### src/rtl/mult_seq_ctrl_if.sv
// Operand/result handshake bundle for the sequential multiplier controller.
// The master side issues operands and consumes products.
interface mult_seq_ctrl_if;
   logic        in_valid;
   logic        in_ready;
   logic [31:0] multiplicand;
   logic [31:0] multiplier;
   logic        out_valid;
   logic        out_ready;
   logic [63:0] product;

   modport master (
      output in_valid,
      output multiplicand,
      output multiplier,
      output out_ready,
      input  in_ready,
      input  out_valid,
      input  product
   );

   modport slave (
      input  in_valid,
      input  multiplicand,
      input  multiplier,
      input  out_ready,
      output in_ready,
      output out_valid,
      output product
   );
endinterface

### src/rtl/mult_seq_ctrl.sv
// Shift-add sequencer for a 32x32 unsigned multiply using an external adder.
// One add/shift iteration per clock; 32 iterations per product.
module mult_seq_ctrl (
   input  logic                 clk,
   input  logic                 rst,
   mult_seq_ctrl_if.slave       bus,
   output logic [31:0]          alu_src_1,
   output logic [31:0]          alu_src_2,
   output logic                 alu_addu_ctrl,
   input  logic                 alu_carry,
   input  logic [31:0]          alu_result
);

   typedef enum logic [1:0] {
      IDLE = 2'b00,
      CALC = 2'b01,
      DONE = 2'b10
   } state_e;

   state_e      state_q, state_d;
   logic [4:0]  cnt_q, cnt_d;
   logic [63:0] prod_q, prod_d;
   logic [31:0] mcand_q, mcand_d;

   always_ff @(posedge clk) begin
      if (rst) begin
         state_q <= IDLE;
         cnt_q   <= 5'd0;
         prod_q  <= 64'd0;
         mcand_q <= 32'd0;
      end else begin
         state_q <= state_d;
         cnt_q   <= cnt_d;
         prod_q  <= prod_d;
         mcand_q <= mcand_d;
      end
   end

   always_comb begin
      state_d       = state_q;
      cnt_d         = cnt_q;
      prod_d        = prod_q;
      mcand_d       = mcand_q;
      bus.in_ready  = 1'b0;
      bus.out_valid = 1'b0;
      alu_addu_ctrl = 1'b0;
      case (state_q)
         IDLE: begin
            bus.in_ready = 1'b1;
            if (bus.in_valid) begin
               prod_d  = {32'h0, bus.multiplier};
               mcand_d = bus.multiplicand;
               cnt_d   = 5'd0;
               state_d = CALC;
            end
         end
         CALC: begin
            // Carry becomes bit 63, so the full 64-bit product never overflows.
            alu_addu_ctrl = prod_q[0];
            prod_d        = {alu_carry, alu_result, prod_q[31:1]};
            cnt_d         = cnt_q + 5'd1;
            if (cnt_q == 5'd31)
               state_d = DONE;
         end
         DONE: begin
            bus.out_valid = 1'b1;
            if (bus.out_ready)
               state_d = IDLE;
         end
         default: state_d = IDLE;
      endcase
   end

   assign alu_src_1   = prod_q[63:32];
   assign alu_src_2   = mcand_q;
   assign bus.product = prod_q;

endmodule
### src/flat_wrapper.sv
// flat-port wrapper written by rule: the top's interface ports become plain ports
module mult_seq_ctrl_flat 
  (clk, rst, alu_src_1, alu_src_2, alu_addu_ctrl, alu_carry, alu_result, bus_in_valid, bus_multiplicand, bus_multiplier, bus_out_ready, bus_in_ready, bus_out_valid, bus_product);
  mult_seq_ctrl_if bus_i ();
  input  logic clk;
  input  logic rst;
  output logic [31:0] alu_src_1;
  output logic [31:0] alu_src_2;
  output logic alu_addu_ctrl;
  input  logic alu_carry;
  input  logic [31:0] alu_result;
  input wire logic [$bits(bus_i.in_valid)-1:0] bus_in_valid;
  input wire logic [$bits(bus_i.multiplicand)-1:0] bus_multiplicand;
  input wire logic [$bits(bus_i.multiplier)-1:0] bus_multiplier;
  input wire logic [$bits(bus_i.out_ready)-1:0] bus_out_ready;
  output wire logic [$bits(bus_i.in_ready)-1:0] bus_in_ready;
  output wire logic [$bits(bus_i.out_valid)-1:0] bus_out_valid;
  output wire logic [$bits(bus_i.product)-1:0] bus_product;
  assign bus_i.in_valid = bus_in_valid;
  assign bus_i.multiplicand = bus_multiplicand;
  assign bus_i.multiplier = bus_multiplier;
  assign bus_i.out_ready = bus_out_ready;
  assign bus_in_ready = bus_i.in_ready;
  assign bus_out_valid = bus_i.out_valid;
  assign bus_product = bus_i.product;
  mult_seq_ctrl u_core (.clk(clk), .rst(rst), .bus(bus_i), .alu_src_1(alu_src_1), .alu_src_2(alu_src_2), .alu_addu_ctrl(alu_addu_ctrl), .alu_carry(alu_carry), .alu_result(alu_result));
endmodule
### config.mk
export PLATFORM = sky130hd
export DESIGN_NAME = mult_seq_ctrl_flat
export DESIGN_NICKNAME = d
export VERILOG_FILES = /design/src/rtl/mult_seq_ctrl_if.sv /design/src/rtl/mult_seq_ctrl.sv /design/src/flat_wrapper.sv
export SDC_FILE = /design/constraint.sdc
export NUM_CORES = 1
export LEC_CHECK = 0
export CORE_AREA = 8 8 114 116
export DETAILED_ROUTE_END_ITERATION = 6
export DIE_AREA = 0 0 122 124
export PLACE_DENSITY = 0.88
export SYNTH_ARGS = -nofsm -noshare
export SYNTH_HDL_FRONTEND = slang
export SYNTH_SLANG_ARGS = --single-unit
### constraint.sdc
create_clock -name clk -period 1.7 [get_ports clk]
set_input_delay 0.425 -clock clk [delete_from_list [all_inputs] [get_ports clk]]
set_output_delay 0.425 -clock clk [all_outputs]
set_load 0.05 [all_outputs]
==> impl_metrics.xml <==
<?xml version="1.0" encoding="UTF-8"?>
<metrics>
  <group name="sta">
    <metric name="finalCriticalPeriod" unit="ns">1.63</metric>
    <metric name="post_route_clock_period_utilization" unit="%">96.0</metric>
    <metric name="final_max_slew_viol_count" unit="">0</metric>
    <metric name="measured_slew_at_the_worst_slew_check_pin" unit="ns">0.359</metric>
    <metric name="clock-skew-final" unit="ns">0.00609</metric>
    <metric name="finalSetupViolCount" unit="">0</metric>
    <metric name="fmax" unit="MHz">613</metric>
    <metric name="maxSlewHeadroom" unit="%">76.0</metric>
    <metric name="finalHoldViolations" unit="">0</metric>
    <metric name="layout_setup_ws" unit="ns">0.0679</metric>
    <metric name="grt_setup_unrepaired" unit="">no</metric>
  </group>
  <group name="setup_path">
    <metric name="crit_startpoint" unit="">u_core.state_q[1]$_SDFFE_PP0P_</metric>
    <metric name="setup.worst_path.end" unit="">alu_addu_ctrl</metric>
    <metric name="crit_arrival" unit="ns">1.21</metric>
    <metric name="setup.worst_path.class" unit="">reg -&gt; out</metric>
    <metric name="r2r_start" unit="">u_core.state_q[0]$_SDFFE_PP0P_</metric>
    <metric name="reg2regPathDepth" unit="">5</metric>
    <metric name="r2r-end" unit="">u_core.bus.product[17]$_SDFFE_PP0P_</metric>
    <metric name="critPathRequiredTime" unit="ns">1.27</metric>
    <metric name="crit_path_max_fanout" unit="">8</metric>
    <metric name="worst_setup_ep_type" unit="">output pin</metric>
    <metric name="timing.reg2reg.setup_slack" unit="ns">0.23</metric>
    <metric name="start_kind" unit="">flop</metric>
  </group>
  <group name="power_and_ir_drop">
    <metric name="power.leakage" unit="nW">2.80</metric>
    <metric name="vdd_ir_drop_max" unit="uV">528</metric>
    <metric name="total_power" unit="mW">6.46</metric>
    <metric name="power_per_cell_area" unit="nW/um2">976</metric>
  </group>
  <group name="routing">
    <metric name="avgViaCountPerCell" unit="">4.85</metric>
    <metric name="routed-via-count" unit="">4191</metric>
    <metric name="detailedRoute.firstIterationViolations" unit="">322</metric>
    <metric name="detail_route.wirelength" unit="mm">13.7</metric>
    <metric name="detail-route-antenna-nets" unit="">0</metric>
    <metric name="drt_pre_antenna_iters" unit="">6</metric>
    <metric name="detail_route.wl_per_cell" unit="um">15.9</metric>
    <metric name="drt_drc_violations_left" unit="">0</metric>
  </group>
  <group name="placed_design">
    <metric name="port-buffer-count" unit="">231</metric>
    <metric name="dp_cells" unit="">848</metric>
    <metric name="placement.setup.worst_slack" unit="ns">-0.165</metric>
    <metric name="dpl_cell_area" unit="um2">6310</metric>
    <metric name="place_congestion" unit="">0.752</metric>
    <metric name="post-dp-hpwl" unit="mm">10.1</metric>
  </group>
  <group name="global_route">
    <metric name="grt_pass1_vias" unit="">4012</metric>
    <metric name="grt_max_degree" unit="">72</metric>
    <metric name="grt_first_pass_wirelength" unit="mm">20.2</metric>
    <metric name="grt_antenna_before_repair" unit="">0</metric>
    <metric name="grt.total_usage" unit="%">16.7</metric>
    <metric name="grt.overflow.total" unit="">0</metric>
  </group>
  <group name="floorplanning">
    <metric name="initial_core_util" unit="%">38.1</metric>
    <metric name="die_w" unit="um">122</metric>
    <metric name="rows" unit="">39</metric>
    <metric name="core_area" unit="um2">11200</metric>
    <metric name="die_h" unit="um">124</metric>
    <metric name="io_pins" unit="">232</metric>
    <metric name="dieArea" unit="um2">15100</metric>
  </group>
  <group name="cells_and_area">
    <metric name="finalNonFillerCells" unit="">864</metric>
    <metric name="number_of_antenna_cells_inserted" unit="">0</metric>
    <metric name="area.growth.synth_to_final" unit="%">55.6</metric>
    <metric name="final_nets" unit="">820</metric>
    <metric name="postLayoutCellArea" unit="um2">6620</metric>
    <metric name="final_layout_size_suffix_gt1_share" unit="%">24.3</metric>
  </group>
  <group name="yosys">
    <metric name="number_of_distinct_library_cell_variants_in_the_gate_level_netlist_after_synthesis" unit="">26</metric>
    <metric name="gate_count_post_synth" unit="">533</metric>
    <metric name="syn-num-nets" unit="">636</metric>
    <metric name="ys_seq_area_share" unit="%">48.5</metric>
    <metric name="synth_area_per_cell" unit="um2">7.98</metric>
    <metric name="synth.cell_area" unit="um2">4250</metric>
    <metric name="number_of_synthesized_register_bits" unit="">103</metric>
    <metric name="ys_warn_count" unit="">0</metric>
  </group>
  <group name="clock_network">
    <metric name="htreeDepth" unit="">3</metric>
    <metric name="numClockSinks" unit="">103</metric>
    <metric name="tritoncts" unit="">done</metric>
    <metric name="holdBufCountCts" unit="">0</metric>
    <metric name="cts_buffers" unit="">9</metric>
    <metric name="worst_setup_hold_path_clk_slew" unit="ns">0.07</metric>
    <metric name="clk_latency" unit="ns">0.34</metric>
    <metric name="cts-root-buf" unit="">clkbuf_16</metric>
    <metric name="clockBufferDepth" unit="">2</metric>
  </group>
  <group name="job">
    <metric name="max_cap_viol_count" unit="">0</metric>
  </group>
  <group name="run_status">
    <metric name="run_status" unit="">completed</metric>
  </group>
  <group name="min_path">
    <metric name="worst_hold_path_type" unit="">reg -&gt; reg</metric>
  </group>
</metrics>
[cells in the mapped netlist]
| master | number | area share (%) |
|---|---|---|
| and2_1 | 1 | 0.15 |
| or3_1 | 1 | 0.15 |
| clkbuf_1 | 15 | 1.3 |
| a22oi_1 | 1 | 0.18 |
| nand2_1 | 162 | 14 |
| dfxtp_1 | 103 | 48 |
| inv_1 | 2 | 0.18 |
| a31oi_1 | 1 | 0.15 |
| or3b_4 | 1 | 0.26 |
| o21ba_2 | 1 | 0.24 |
| ha_1 | 2 | 0.59 |
| buf_4 | 39 | 6.9 |
| nor3b_2 | 1 | 0.29 |
| a21oi_1 | 67 | 7.9 |
| o211a_1 | 1 | 0.24 |
| nor3_1 | 2 | 0.24 |
| nand2b_1 | 2 | 0.29 |
| mux2i_1 | 1 | 0.24 |
| nor2_1 | 35 | 3.1 |
| nor2b_1 | 2 | 0.29 |
| and3_1 | 1 | 0.15 |
| buf_6 | 5 | 1.3 |
| a311oi_1 | 32 | 6.6 |
| a211oi_1 | 1 | 0.18 |
| nand3_1 | 36 | 4.2 |
| buf_2 | 18 | 2.1 |
[placed cells by master, fill, tap and decap left out, types with 2 or more instances in the layout]
cell type	instances
clkbuf_16	9
clkinvlp_4	3
buf_12	19
nand2_1	162
ha_1	2
dfxtp_1	101
a21oi_1	67
a311oi_1	32
nand3_1	36
clkinv_2	2
clkdlybuf4s50_1	99
nor2b_4	2
nor2_1	35
nor3_1	2
buf_4	132
inv_1	2
[cell type report]
cell class | count | area [um2]
timing repair buffer | 250 | 2360
sequential | 103 | 2070
clock inverter | 6 | 62.6
clock buffer | 9 | 225
fill | 967 | 4560
tap | 143 | 179
multi-input combinational | 351 | 1710
inverter | 2 | 7.51
[stage by stage]
step           utilization [%]  TNS (ns)  hold WS (ns)
2_1_floorplan                -         0         0.452
3_3_place_gp              56.5     -6.92         0.442
3_5_place_dp              56.5     -8.97         0.447
4_1_cts                   59.2         0         0.457
5_1_grt                   59.2         0         0.476
6_report                  59.2         0         0.455
[state kept, by name, indices dropped and copies added (netlist names)]
signal              cells
u_core.bus.product     64
u_core.alu_src_2       32
u_core.cnt_q            5
u_core.state_q          2
[worst min-delay path by stage]
stage	from	endpoint	slack [ns]	cells past startpoint
after floorplan	u_core.cnt_q[4]$_SDFFE_PP0P_	u_core.cnt_q[4]$_SDFFE_PP0P_	0.45	2
after global placement	u_core.alu_src_2[24]$_SDFFE_PP0P_	u_core.alu_src_2[24]$_SDFFE_PP0P_	0.44	2
after detailed placement	u_core.alu_src_2[22]$_SDFFE_PP0P_	u_core.alu_src_2[22]$_SDFFE_PP0P_	0.45	2
after CTS	u_core.alu_src_2[18]$_SDFFE_PP0P_	u_core.alu_src_2[18]$_SDFFE_PP0P_	0.46	2
after global routing	u_core.alu_src_2[22]$_SDFFE_PP0P_	u_core.alu_src_2[22]$_SDFFE_PP0P_	0.48	2
final	u_core.alu_src_2[0]$_SDFFE_PP0P_	u_core.alu_src_2[0]$_SDFFE_PP0P_	0.45	2
[layer usage]
metal	share of wire [%]	global-route usage [%]	up-vias
li1	-	-	2116
met1	39	18.7	1917
met2	51	29.4	145
met3	7.9	5.49	13
met4	1.3	5.24	0
met5	0	0	-
[worst max-delay path: stages, from the launching register on]
cell and delay, ns:
dfxtp_2 0.43, nor2b_4 0.06, and2_2 0.22, buf_12 0.15
[kinds of logic after synthesis]
group	Yosys count	synth area share [%]
AND/OR/NAND/NOR	244	23.4
AO/OA/AOI/OAI	104	15.4
flip-flops	103	48.5
buffers and inverters	79	11.8
adder cells (fa/ha/maj)	2	0.588
multiplexers	1	0.235
[timing repair]
action | in CTS | in global routing
endpoints found under the setup margin | 2 | 2
hold endpoints to repair | 0 | 0
gates resized for setup | 3 | 2
pin swaps | 0 | 0
buffers inserted | 1 | 0
[power breakdown]
group | internal [mW] | switching (mW) | total, mW
Combinational | 0.658 | 1.08 | 1.74
Sequential | 2.57 | 0.119 | 2.69
Clock | 1.13 | 0.904 | 2.03
Total | 4.35 | 2.10 | 6.46
No activity file was read; power rests on OpenSTA's default activity.
